[src/rtl/pif_rom_pkg.sv]
// Shared constants and enumerations for the PIF boot ROM arbiter.
package pif_rom_pkg;

    localparam int PIF_ADDR_W = 9;
    localparam int PIF_DATA_W = 8;
    localparam int BURST_MAX  = 64;

    typedef enum logic [1:0] {
        OWN_NONE = 2'd0,
        OWN_CPU  = 2'd1,
        OWN_HOST = 2'd2
    } owner_e;

    typedef enum logic {
        ST_IDLE  = 1'b0,
        ST_BURST = 1'b1
    } state_e;

endpackage

[src/rtl/pif_rom_burst_gen.sv]
// Host burst sequencer: address counter with wrap, remaining-issue and
// outstanding-return counts, and the completion pulse.
module pif_rom_burst_gen
    import pif_rom_pkg::*;
#(
    parameter int ADDR_W = PIF_ADDR_W,
    parameter int LEN_W  = 7
) (
    input  logic              clk,
    input  logic              reset,
    input  logic              start,
    input  logic [ADDR_W-1:0] start_addr,
    input  logic [LEN_W-1:0]  start_len,
    input  logic              issue,
    input  logic              ret,
    output logic              eligible,
    output logic              busy,
    output logic              done,
    output logic [ADDR_W-1:0] baddr
);

    state_e             state_q, state_d;
    logic [ADDR_W-1:0]  baddr_q, baddr_d;
    logic [LEN_W-1:0]   rem_q, rem_d;
    logic [LEN_W-1:0]   outst_q, outst_d;
    logic               bad_q, bad_d;
    logic               len_ok;
    logic               done_burst;

    assign len_ok   = (start_len != '0) && (start_len <= LEN_W'(BURST_MAX));
    assign eligible = (state_q == ST_BURST) && (rem_q != '0);
    assign busy     = (state_q == ST_BURST);
    assign baddr    = baddr_q;
    assign done     = bad_q | done_burst;

    // Burst state, counters and the delayed pulse for rejected lengths.
    always_ff @(posedge clk) begin
        if (reset) begin
            state_q <= ST_IDLE;
            baddr_q <= '0;
            rem_q   <= '0;
            outst_q <= '0;
            bad_q   <= 1'b0;
        end else begin
            state_q <= state_d;
            baddr_q <= baddr_d;
            rem_q   <= rem_d;
            outst_q <= outst_d;
            bad_q   <= bad_d;
        end
    end

    // Next-state: accept legal starts in IDLE, count issues/returns in BURST.
    always_comb begin
        state_d    = state_q;
        baddr_d    = baddr_q;
        rem_d      = rem_q;
        outst_d    = outst_q;
        bad_d      = 1'b0;
        done_burst = 1'b0;
        case (state_q)
            ST_IDLE: begin
                if (start) begin
                    if (len_ok) begin
                        state_d = ST_BURST;
                        baddr_d = start_addr;
                        rem_d   = start_len;
                        outst_d = '0;
                    end else begin
                        bad_d = 1'b1;
                    end
                end
            end
            ST_BURST: begin
                if (issue) begin
                    baddr_d = baddr_q + ADDR_W'(1);
                    rem_d   = rem_q - LEN_W'(1);
                end
                outst_d = outst_q + LEN_W'(issue) - LEN_W'(ret);
                if ((rem_q == '0) && (outst_q == LEN_W'(1)) && ret) begin
                    done_burst = 1'b1;
                    state_d    = ST_IDLE;
                end
            end
            default: state_d = ST_IDLE;
        endcase
    end

endmodule

[src/rtl/pif_rom_arbiter.sv]
// Arbitrates the single-port PIF boot ROM between 6502 fetches and host
// bursts, with a starvation guard and one-entry return-owner tag.
module pif_rom_arbiter
    import pif_rom_pkg::*;
#(
    parameter int ADDR_W     = PIF_ADDR_W,
    parameter int DATA_W     = PIF_DATA_W,
    parameter int LEN_W      = 7,
    parameter int STARVE_MAX = 4
) (
    input  logic              clk,
    input  logic              reset,
    input  logic              cpu_req,
    input  logic [ADDR_W-1:0] cpu_addr,
    output logic              cpu_gnt,
    output logic              cpu_valid,
    output logic [DATA_W-1:0] cpu_rdata,
    input  logic              host_start,
    input  logic [ADDR_W-1:0] host_addr,
    input  logic [LEN_W-1:0]  host_len,
    output logic              host_busy,
    output logic              host_valid,
    output logic [DATA_W-1:0] host_data,
    output logic              host_done,
    output logic [ADDR_W-1:0] rom_addr,
    output logic              rom_oe,
    input  logic              rom_valid,
    input  logic [DATA_W-1:0] rom_q
);

    localparam int SW = $clog2(STARVE_MAX + 1);

    logic              host_elig;
    logic              host_gnt;
    logic              cpu_win;
    logic              gen_done;
    logic [ADDR_W-1:0] baddr;
    owner_e            tag_q, tag_d;
    logic [SW-1:0]     starve_q, starve_d;
    logic [ADDR_W-1:0] last_addr_q;

    pif_rom_burst_gen #(
        .ADDR_W (ADDR_W),
        .LEN_W  (LEN_W)
    ) u_burst (
        .clk        (clk),
        .reset      (reset),
        .start      (host_start),
        .start_addr (host_addr),
        .start_len  (host_len),
        .issue      (host_gnt),
        .ret        (host_valid),
        .eligible   (host_elig),
        .busy       (host_busy),
        .done       (gen_done),
        .baddr      (baddr)
    );

    assign cpu_gnt   = cpu_win;
    assign host_done = !reset && gen_done;

    // Per-cycle winner selection, ROM drive, owner tag and starvation count.
    always_comb begin
        host_gnt = !reset && host_elig && (!cpu_req || (starve_q == SW'(STARVE_MAX)));
        cpu_win  = !reset && cpu_req && !host_gnt;
        rom_oe   = host_gnt || cpu_win;
        rom_addr = last_addr_q;
        tag_d    = OWN_NONE;
        starve_d = '0;
        if (reset) begin
            rom_addr = '0;
        end else if (host_gnt) begin
            rom_addr = baddr;
            tag_d    = OWN_HOST;
        end else if (cpu_win) begin
            rom_addr = cpu_addr;
            tag_d    = OWN_CPU;
        end
        if (host_elig && cpu_win) begin
            starve_d = (starve_q == SW'(STARVE_MAX)) ? starve_q : starve_q + SW'(1);
        end
    end

    // Route each ROM return to the requester that issued it; reset drops it.
    always_comb begin
        cpu_valid  = !reset && rom_valid && (tag_q == OWN_CPU);
        host_valid = !reset && rom_valid && (tag_q == OWN_HOST);
        cpu_rdata  = cpu_valid  ? rom_q : '0;
        host_data  = host_valid ? rom_q : '0;
    end

    // Owner tag, starvation counter and the held ROM address.
    always_ff @(posedge clk) begin
        if (reset) begin
            tag_q       <= OWN_NONE;
            starve_q    <= '0;
            last_addr_q <= '0;
        end else begin
            tag_q       <= tag_d;
            starve_q    <= starve_d;
            last_addr_q <= rom_addr;
        end
    end

endmodule

[config.mk]
export PLATFORM = sky130hd
export DESIGN_NAME = pif_rom_arbiter
export DESIGN_NICKNAME = d
export VERILOG_FILES = /design/src/rtl/pif_rom_pkg.sv /design/src/rtl/pif_rom_burst_gen.sv /design/src/rtl/pif_rom_arbiter.sv
export SDC_FILE = /design/constraint.sdc
export NUM_CORES = 1
export LEC_CHECK = 0
export CAP_MARGIN = 40
export CORE_MARGIN = 2
export CORE_UTILIZATION = 30
export CTS_BUF_LIST = sky130_fd_sc_hd__clkbuf_8 sky130_fd_sc_hd__clkbuf_16
export DETAILED_ROUTE_END_ITERATION = 12
export SLEW_MARGIN = 20
export SYNTH_ARGS = -nofsm -noshare
export SYNTH_HDL_FRONTEND = slang
export SYNTH_HIERARCHICAL = 1
export SYNTH_SLANG_ARGS = --single-unit
[constraint.sdc]
create_clock -name clk -period 3.6 [get_ports clk]
set_input_delay 0.72 -clock clk [delete_from_list [all_inputs] [get_ports clk]]
set_output_delay 0.72 -clock clk [all_outputs]
set_load 0.02 [all_outputs]
==> results of run 1 <==
## cell usage after synthesis, types with 9 or more instances
cell       n  area, sq um
nor2_1    28        105.1
and2_1    19        118.9
o21ai_0   10        50.05
ha_1      14        175.2
dfxtp_1   39        780.8
inv_1     17        63.81
nand2_1   15        56.30
nand3_1   12        60.06
nor2b_1   10        62.56
a21oi_1   19        95.09
mux2i_1   10        100.1
clkbuf_1   9        33.78
## metrics by stage
stage,std cells,setup slack (ns),hold WS (ns)
after floorplan,309,0.09198,0.4248
after global placement,486,-0.008738,0.4451
after detailed placement,486,-0.07163,0.4540
after CTS,494,0.09463,0.4670
after global routing,500,-0.002173,0.5013
final,500,0.1475,0.4690
## cell families after synthesis
| family | synth area share |
|---|---|
| adders and majority gates | 0.07307 |
| xor gates and xnor gates | 0.006559 |
| muxes | 0.1063 |
| AOI/OAI and AO/OA | 0.1944 |
| buffers and inverters | 0.06416 |
| and+or+nand+nor | 0.2632 |
| DFF | 0.2923 |
## final timing paths
kind / startpoint / endpoint / slack [ns]
worst max-delay path: reset / rom_addr[8] / 0.15
worst min-delay path: starve_q[0]$_SDFFE_PP0N_ / starve_q[0]$_SDFFE_PP0N_ / 0.47
worst max register to register: u_burst/rem_q[0]$_SDFFE_PP0P_ / u_burst/outst_q[6]$_SDFFE_PP0P_ / 0.35
worst min register to register: starve_q[0]$_SDFFE_PP0N_ / starve_q[0]$_SDFFE_PP0N_ / 0.47
## routing by layer
metal  GRT usage  up-vias  wire (um)
li1            -     1283          -
met1      0.2055     1155       3391
met2      0.2308       70       3199
met3     0.02720        2        356
met4     0.02529        0         19
met5           0        -          0
## power groups by stage
| stage | sequential, mW | clock (mW) | combinational, mW |
|---|---|---|---|
| global placement | 0.476 | 0 | 0.219 |
| floorplan | 0.472 | 0 | 0.128 |
| finish | 0.467 | 0.302 | 0.224 |
| detailed placement | 0.477 | 0 | 0.219 |
| CTS | 0.467 | 0.315 | 0.222 |
| global route | 0.470 | 0.335 | 0.245 |
## timing repair
action / 4_1_cts / 5_1_grt
buffers inserted: 0 / 5
endpoints found under the setup margin: 7 / 7
cloned: 0 / 1
pin swaps: 0 / 1
gates resized for setup: 4 / 1
## sequential cells by signal, summed over array words and instances, names as in the netlist
register,count
last_addr_q,9
u_burst/baddr,9
u_burst/outst_q,7
u_burst/rem_q,7
starve_q,3
tag_q,2
u_burst/bad_q,1
u_burst/busy,1
## final cells by class
| class | instances | share of cell area |
|---|---|---|
| multi-input cells | 238 | 0.4776 |
| clock buffers | 5 | 0.01883 |
| repair buffers | 89 | 0.2290 |
| flip-flops and latches | 39 | 0.2136 |
| inverters | 18 | 0.01849 |
| well taps | 108 | 0.03697 |
| clock inverters | 3 | 0.005478 |
==> key figures, run 1 <==
Route
  – DRC errors left: 0
  – Vias: 2510
  – Initial DRC count: 102
  – Final ANT Viol Nets: 0
  – Routed WL: 6965 um
  – DRT Pass-1 Iters: 4
  – WL/cell: 13.93 um
  – Vias/cell: 5.020

Synth
  – Yosys warning count: 6
  – Cell variety after synth: 63
  – Syn Area/Cell: 8.645 sq um
  – Sequential element share of the synthesized area: 0.2923
  – Synthesized cell area: 2671 sq um
  – Ys async rst share: 0
  – EDFF count, synth: 0
  – Synthesized instance count: 309
  – #FFs+latches synth: 39
  – Dominant synthesized flop cell: dfxtp_1
  – Post-Syn Nets: 362

Timing
  – Period utilisation layout: 0.9590
  – Final-report setup violation count: 0
  – Final min period: 3.453 ns
  – Slew Limit Fails: 0
  – Final Skew: 0.01001 ns
  – Slew @ Worst Pin: 0.4455 ns
  – Fmax: 0.2896 GHz
  – Fin. Hold Viols: 0
  – Final setup TNS: 0 ns
  – Max-slew headroom: 0.6992

Cells and area
  – Most frequent cells in the layout: clkdlybuf4s50_1, dfxtp_1, nor2_1
  – Post-layout instance area: 3655 sq um
  – Layout Utilization: 0.4211
  – Diode count: 0
  – Commonest non-fill, non-tap cell in the layout: clkdlybuf4s50_1
  – Multi-input logic area: 1745 sq um
  – Area Overhead vs Synth: 36.82%
  – Fillers: 895
  – Share of layout cells above drive strength 1: 0.1531
  – Seq. cell area: 780.7 sq um
  – Layout Nets: 444

Pwr
  – P_sw: 0.2888 mW
  – Switching share of total power: 0.2907
  – Pwr dens: 271.8 nW/um^2
  – Clock power share: 0.304
  – Power Total: 0.9935 mW
  – Maximum vdd drop: 139.5 uV
  – Comb power frac: 0.226
  – Pleak: 1.377 nW
  – Internal Pwr Total: 0.7047 mW
  – Flop pwr share: 0.470

Clocking
  – Root buffer cell: clkbuf_8
  – Hold_buf cts: 0
  – H-tree depth: 2
  – Number of buffers created by CTS: 5
  – Clk pin slew, worst setup/hold paths: 0.09 ns
  – Clock network latency to the later pin of the worst-skew pair: 0.29 ns
  – CTS max path bufs: 2
  – Sink Count: 39
  – CTS tree: done

GRT
  – Largest net degree at the start of global routing: 25
  – Initial antenna violation count: 0
  – Gr ovfl total: 0
  – First-pass GRT wire length: 11530 um
  – Vias in the first global route: 2354
  – Tot GR Track Use: 0.1443

Hold path
  – Min-Delay Path Depth: 1
  – Worst min-delay path class: reg2reg

Worst setup path
  – FF-to-FF path depth: 15
  – Max Fanout on Critical Path: 24
  – Crit path cell chain: clkdlybuf4s50_1, buf_4, buf_4, nor2_1, mux2_4, clkdlybuf4s50_1
  – Crit start category: input port
  – Worst path max stage delay: 0.56 ns
  – Critical path's top delay family: buffers and inverters
  – CP Capture Type: output pin
  – Crit Path Class: in2out
  – Worst EP arrival: 2.73 ns
  – Crit path buf inv count: 4
  – Critical path's slowest cell: clkdlybuf4s50_1
  – Req. time, crit path: 2.88 ns
  – WP depth: 6

Place
  – Detailed Place HPWL: 5254 um
  – DP Area: 3503 sq um
  – RD Place Congestion: 0.8325
  – Port bufs: 68

Floorplan
  – Io pins: 69
  – Die Height: 98.36 um
  – Core area: 8678 sq um
  – Row count: 34
  – Die W: 98.36 um
  – Initial Utilization: 0.3078
  – Die area: 9675 sq um

Status
  – Status: finished, final reports clean

Job
  – Maxcap violations: 0
(Power assumes the default switching activity.)
==> inputs of run 2 (changes only) <==
--- a/config.mk
+++ b/config.mk
@@ -10,6 +10,7 @@
 export CORE_UTILIZATION = 30
 export CTS_BUF_LIST = sky130_fd_sc_hd__clkbuf_8 sky130_fd_sc_hd__clkbuf_16
 export DETAILED_ROUTE_END_ITERATION = 12
+export PLACE_DENSITY = 0.67
 export SLEW_MARGIN = 20
 export SYNTH_ARGS = -nofsm -noshare
 export SYNTH_HDL_FRONTEND = slang
==> run 2 against run 1 <==
Effect of this change:
- non-clock buffer count rose by 1
- cell count did not move
- wire length fell by 2.0%
- sequential power barely moved
- register-to-register slack improved by 0.09 ns
- sequential share of layout area barely moved
- clock skew fell by 0.00071 ns
- critical endpoint is now host_done
- sequential cell count did not move
- final area fell by 0.17%
- highest routed layer unchanged
- worst hold slack improved by 0.0055 ns
- combinational power barely moved
==> key figures, run 2 (synthesized netlist as in run 1, its figures left out) <==
Status
  – Status: finished, final reports clean

Hold path
  – Min-Delay Path Depth: 1
  – Hold path start: starve_q[0]$_SDFFE_PP0N_
  – Endpoint, Worst Hold: starve_q[0]$_SDFFE_PP0N_
  – Worst min-delay path class: reg2reg

Timing
  – Final Skew: 0.009299 ns
  – Slew @ Worst Pin: 0.4575 ns
  – Max-slew headroom: 0.6950
  – Fin. Hold Viols: 0
  – Period utilisation layout: 0.9553
  – Final setup TNS: 0 ns
  – Final min period: 3.439 ns
  – Slew Limit Fails: 0
  – Post-route setup slack: 0.1608 ns
  – Final-report setup violation count: 0
  – Fmax: 0.2908 GHz

Place
  – Port bufs: 68
  – Place WS: -0.1996 ns
  – Cells after DPL: 492
  – Detailed Place HPWL: 5282 um
  – RD Place Congestion: 0.8154

Cells and area
  – Commonest non-fill, non-tap cell in the layout: clkdlybuf4s50_1
  – Area Overhead vs Synth: 36.58%
  – Layout Utilization: 0.4204
  – Final non-filler cell total: 500
  – Layout Nets: 444
  – Diode count: 0
  – Share of layout cells above drive strength 1: 0.1480
  – Most frequent cells in the layout: clkdlybuf4s50_1, dfxtp_1, nor2_1
  – Fillers: 855

Route
  – DRC errors left: 0
  – Top sig layer: met4
  – Vias/cell: 5.128
  – DRT Pass-1 Iters: 4
  – Routed met3 length: 517 um
  – DRT met1 WL: 3115 um
  – Vias: 2564
  – Final ANT Viol Nets: 0
  – WL/cell: 13.65 um
  – Routed WL: 6825 um
  – Initial DRC count: 110
  – Met2 WL post-DR: 3162 um

Worst setup path
  – Worst path max stage delay: 0.43 ns
  – Crit Reg-Reg Endpoint: u_burst/outst_q[6]$_SDFFE_PP0P_
  – Crit Path Class: in2out
  – Crit start category: input port
  – Crit path cell chain: clkdlybuf4s50_1, nor4bb_1, buf_4, nand4_1, nor4_2, or2_2, nor2b_1, dlygate4sd2_1
  – FF-to-FF path depth: 15
  – Max Fanout on Critical Path: 2
  – Setup slack, reg-to-reg: 0.44 ns
  – CP Capture Type: output pin
  – Critical path's slowest cell: clkdlybuf4s50_1
  – Req. time, crit path: 2.88 ns
  – Worst EP arrival: 2.72 ns
  – R2r startpoint: u_burst/rem_q[0]$_SDFFE_PP0P_

Clocking
  – CTS max path bufs: 2
  – Root buffer cell: clkbuf_8
  – Clock network latency to the later pin of the worst-skew pair: 0.29 ns
  – Clk pin slew, worst setup/hold paths: 0.09 ns
  – Hold_buf cts: 0
  – Post-CTS setup buffers: 0
  – Sink Count: 39
  – H-tree depth: 2
  – Number of buffers created by CTS: 5
  – CTS tree: done

GRT
  – Initial antenna violation count: 0
  – Gr ovfl total: 0
  – Largest net degree at the start of global routing: 30
  – Vias in the first global route: 2473
  – Tot GR Track Use: 0.1435
  – First-pass GRT wire length: 11550 um

Floorplan
  – Die area: 9675 sq um
  – Core area: 8678 sq um
  – Io pins: 69
  – Initial Utilization: 0.3078
  – Die Height: 98.36 um
  – Row count: 34
  – Die W: 98.36 um

Pwr
  – Maximum vdd drop: 122.4 uV
  – Pwr dens: 271.7 nW/um^2
  – Power Total: 0.9914 mW
  – Pleak: 1.377 nW

Job
  – Maxcap violations: 0
==> run 2: per-layer routing <==
layer | up-vias | GRT usage
li1 | 1283 | -
met1 | 1187 | 0.2007
met2 | 90 | 0.2318
met3 | 4 | 0.02720
met4 | 0 | 0.02845
met5 | - | 0
==> run 2: per-stage QoR <==
stage	hold slack (ns)	cell area, sq um
CTS	0.4669	3636
detailed placement	0.4541	3548
global route	0.5080	3649
global placement	0.4460	3548
finish	0.4745	3649
floorplan	0.4248	2671
==> run 2: worst max path at each step <==
stage                                   from                              end  slack (ns)  cells after the start
4_1_cts        u_burst/rem_q[0]$_SDFFE_PP0P_                      rom_addr[5]        0.06                      9
6_report                               reset                        host_done        0.16                      8
3_5_place_dp                           reset                        host_done       -0.20                      8
2_1_floorplan        u_burst/busy$_SDFF_PP0_  u_burst/outst_q[6]$_SDFFE_PP0P_        0.09                     16
3_3_place_gp                           reset                        host_done        -0.1                      8
5_1_grt                                reset                        host_done       -0.01                      8
==> run 2: critical path, delay by kind of cell <==
kind                   cells  cell delay, ns
buffers and inverters      3            0.96
AND/OR/NAND/NOR            5            1.04
==> run 2: report_power, final <==
part	internal, mW	total, mW	switching [mW]
combinational	0.120	0.224	0.104
sequential	0.450	0.467	0.0171
clock	0.135	0.301	0.166
==> run 2: what timing repair did <==
item / 4_1_cts / 5_1_grt
hold endpoints to repair: 0 / 0
resized for setup: 1 / 2
endpoints found under the setup margin: 1 / 10
==> run 2: area by class of cell <==
cell class | count | area [sq um] | area share
timing repair buffer | 90 | 844.6 | 0.2315
clock buffer | 5 | 68.82 | 0.01886
sequential | 39 | 780.7 | 0.2140
clock inverter | 3 | 20.02 | 0.005487
inverter | 18 | 67.56 | 0.01852
tap | 108 | 135.1 | 0.03704
multi-input combinational | 237 | 1732 | 0.4746
==> inputs of run 3 (changes only) <==
--- a/config.mk
+++ b/config.mk
@@ -6,7 +6,6 @@
 export NUM_CORES = 1
 export LEC_CHECK = 0
 export CAP_MARGIN = 40
-export CORE_MARGIN = 2
 export CORE_UTILIZATION = 30
 export CTS_BUF_LIST = sky130_fd_sc_hd__clkbuf_8 sky130_fd_sc_hd__clkbuf_16
 export DETAILED_ROUTE_END_ITERATION = 12
==> run 3 against run 2 <==
Effect of this change:
- power shrank 1.1%
- wire length shrank 0.82%
- via count shrank 0.94%
- count of clock-buffer cells in the layout is the same
- register-to-register slack is essentially flat
- clock skew shrank 0.0036 ns
- sequential cell count is the same
- core utilization shrank 0.39 points
- combinational power is essentially flat
- critical path depth shrank 1
- worst hold slack lost 0.015 ns
- highest routed layer unchanged
==> key figures, run 3 (synthesized netlist as in run 1, its figures left out) <==
Place
  – Place WS: -0.07206 ns
  – RD Place Congestion: 0.7820
  – Cells after DPL: 484
  – Detailed Place HPWL: 5164 um
  – Port bufs: 68

Timing
  – Slew @ Worst Pin: 0.4595 ns
  – Fin. Hold Viols: 0
  – Final min period: 3.457 ns
  – Slew Limit Fails: 0
  – Post-route setup slack: 0.1427 ns
  – Final Skew: 0.005679 ns
  – Period utilisation layout: 0.9604
  – Final-report setup violation count: 0
  – Fmax: 0.2892 GHz
  – Max-slew headroom: 0.6898
  – RSZ-0062 raised after global routing: no

Worst setup path
  – Critical path's slowest cell: clkdlybuf4s50_1
  – Req. time, crit path: 2.88 ns
  – Max Fanout on Critical Path: 39
  – Worst EP arrival: 2.74 ns
  – Crit path cell chain: clkdlybuf4s50_1, buf_6, nor2b_1, and2_4, buf_4, nor2b_1, clkdlybuf4s50_1
  – Worst path max stage delay: 0.62 ns
  – CP Capture Type: output pin
  – FF-to-FF path depth: 14
  – Crit Path Class: in2out
  – Crit start category: input port

Clocking
  – Sink Count: 39
  – Number of buffers created by CTS: 5
  – Root buffer cell: clkbuf_8
  – H-tree depth: 2
  – Clock network latency to the later pin of the worst-skew pair: 0.29 ns
  – Hold_buf cts: 0
  – CTS tree: done
  – CTS max path bufs: 2
  – Clk pin slew, worst setup/hold paths: 0.08 ns

Floorplan
  – Core area: 8678 sq um
  – Die area: 9285 sq um
  – Row count: 34
  – Io pins: 69
  – Initial Utilization: 0.3078
  – Die W: 96.36 um
  – Die Height: 96.36 um

Cells and area
  – Share of layout cells above drive strength 1: 0.1370
  – Multi-input logic area: 1735 sq um
  – Layout Nets: 439
  – Diode count: 0
  – Most frequent cells in the layout: clkdlybuf4s50_1, dfxtp_1, nor2_1
  – Commonest non-fill, non-tap cell in the layout: clkdlybuf4s50_1
  – Layout Utilization: 0.4165
  – Fillers: 892
  – Area Overhead vs Synth: 35.32%
  – Final non-filler cell total: 495
  – Seq. cell area: 780.7 sq um

Route
  – Routed WL: 6769 um
  – Initial DRC count: 106
  – Final ANT Viol Nets: 0
  – DRT Pass-1 Iters: 4
  – Vias: 2540
  – WL/cell: 13.67 um
  – DRC errors left: 0
  – Vias/cell: 5.131

GRT
  – First-pass GRT wire length: 10790 um
  – Gr ovfl total: 0
  – Largest net degree at the start of global routing: 40
  – Vias in the first global route: 2417
  – Initial antenna violation count: 0
  – Tot GR Track Use: 0.1496

Hold path
  – Worst min-delay path class: reg2reg
  – Min-Delay Path Depth: 1

Pwr
  – Maximum vdd drop: 132.9 uV
  – Pwr dens: 271.3 nW/um^2
  – Pleak: 1.359 nW
  – Power Total: 0.9806 mW

Status
  – Status: finished, final reports clean

Job
  – Maxcap violations: 0
run 3: changes by cell type in the layout (fill, tap and decap cells not counted):
cell        before  now
buf_4           22   16
buf_6            0    1
a21oi_1         19   18
a21oi_2          0    1
clkinvlp_4       2    1
inv_1           17   18
run 3: report_power, final:
part / switching (mW) / leakage [nW] / internal [mW]
Sequential: 0.0177 / 0.318 / 0.450
Combinational: 0.104 / 0.996 / 0.117
Clock: 0.159 / 0.0453 / 0.133
run 3: cell type report:
type	count	area share
Clock inverter	3	0.004500
Timing Repair Buffer	85	0.2243
Inverter	18	0.01869
Multi-Input combinational cell	237	0.4801
Sequential cell	39	0.2160
Tap cell	108	0.03738
Clock buffer	5	0.01904
run 3: critical path, delay by kind of cell:
family                 cells  cell delay (ns)
and+or+nand+nor            3             0.42
buffers and inverters      4             1.57
run 3: worst paths after layout:
kind / slack (ns) / to / from
worst max-delay path: 0.14 / cpu_gnt / reset
worst max register to register: 0.45 / u_burst/outst_q[6]$_SDFFE_PP0P_ / u_burst/rem_q[0]$_SDFFE_PP0P_
worst min register to register: 0.46 / starve_q[0]$_SDFFE_PP0N_ / starve_q[0]$_SDFFE_PP0N_
worst min-delay path: 0.46 / starve_q[0]$_SDFFE_PP0N_ / starve_q[0]$_SDFFE_PP0N_
run 3: per-layer routing:
metal,wire [um],track usage,vias to the layer above
li1,-,-,1272
met1,3048,0.1814,1185
met2,3247,0.2654,81
met3,455,0.03239,2
met4,18,0.04044,0
met5,0,0,-
run 3: through the flow:
stage,hold WS [ns],area (sq um),setup TNS [ns]
2_1_floorplan,0.4248,2671,0
3_3_place_gp,0.4451,3488,0
3_5_place_dp,0.4569,3488,-0.07206
4_1_cts,0.4685,3588,0
5_1_grt,0.4919,3615,0
6_report,0.4595,3615,0
run 3: timing repair:
item                                    4_1_cts  5_1_grt
endpoints found under the setup margin        8        9
setup buffers                                 0        3
pin swaps                                     0        1
gates resized for setup                       4        1
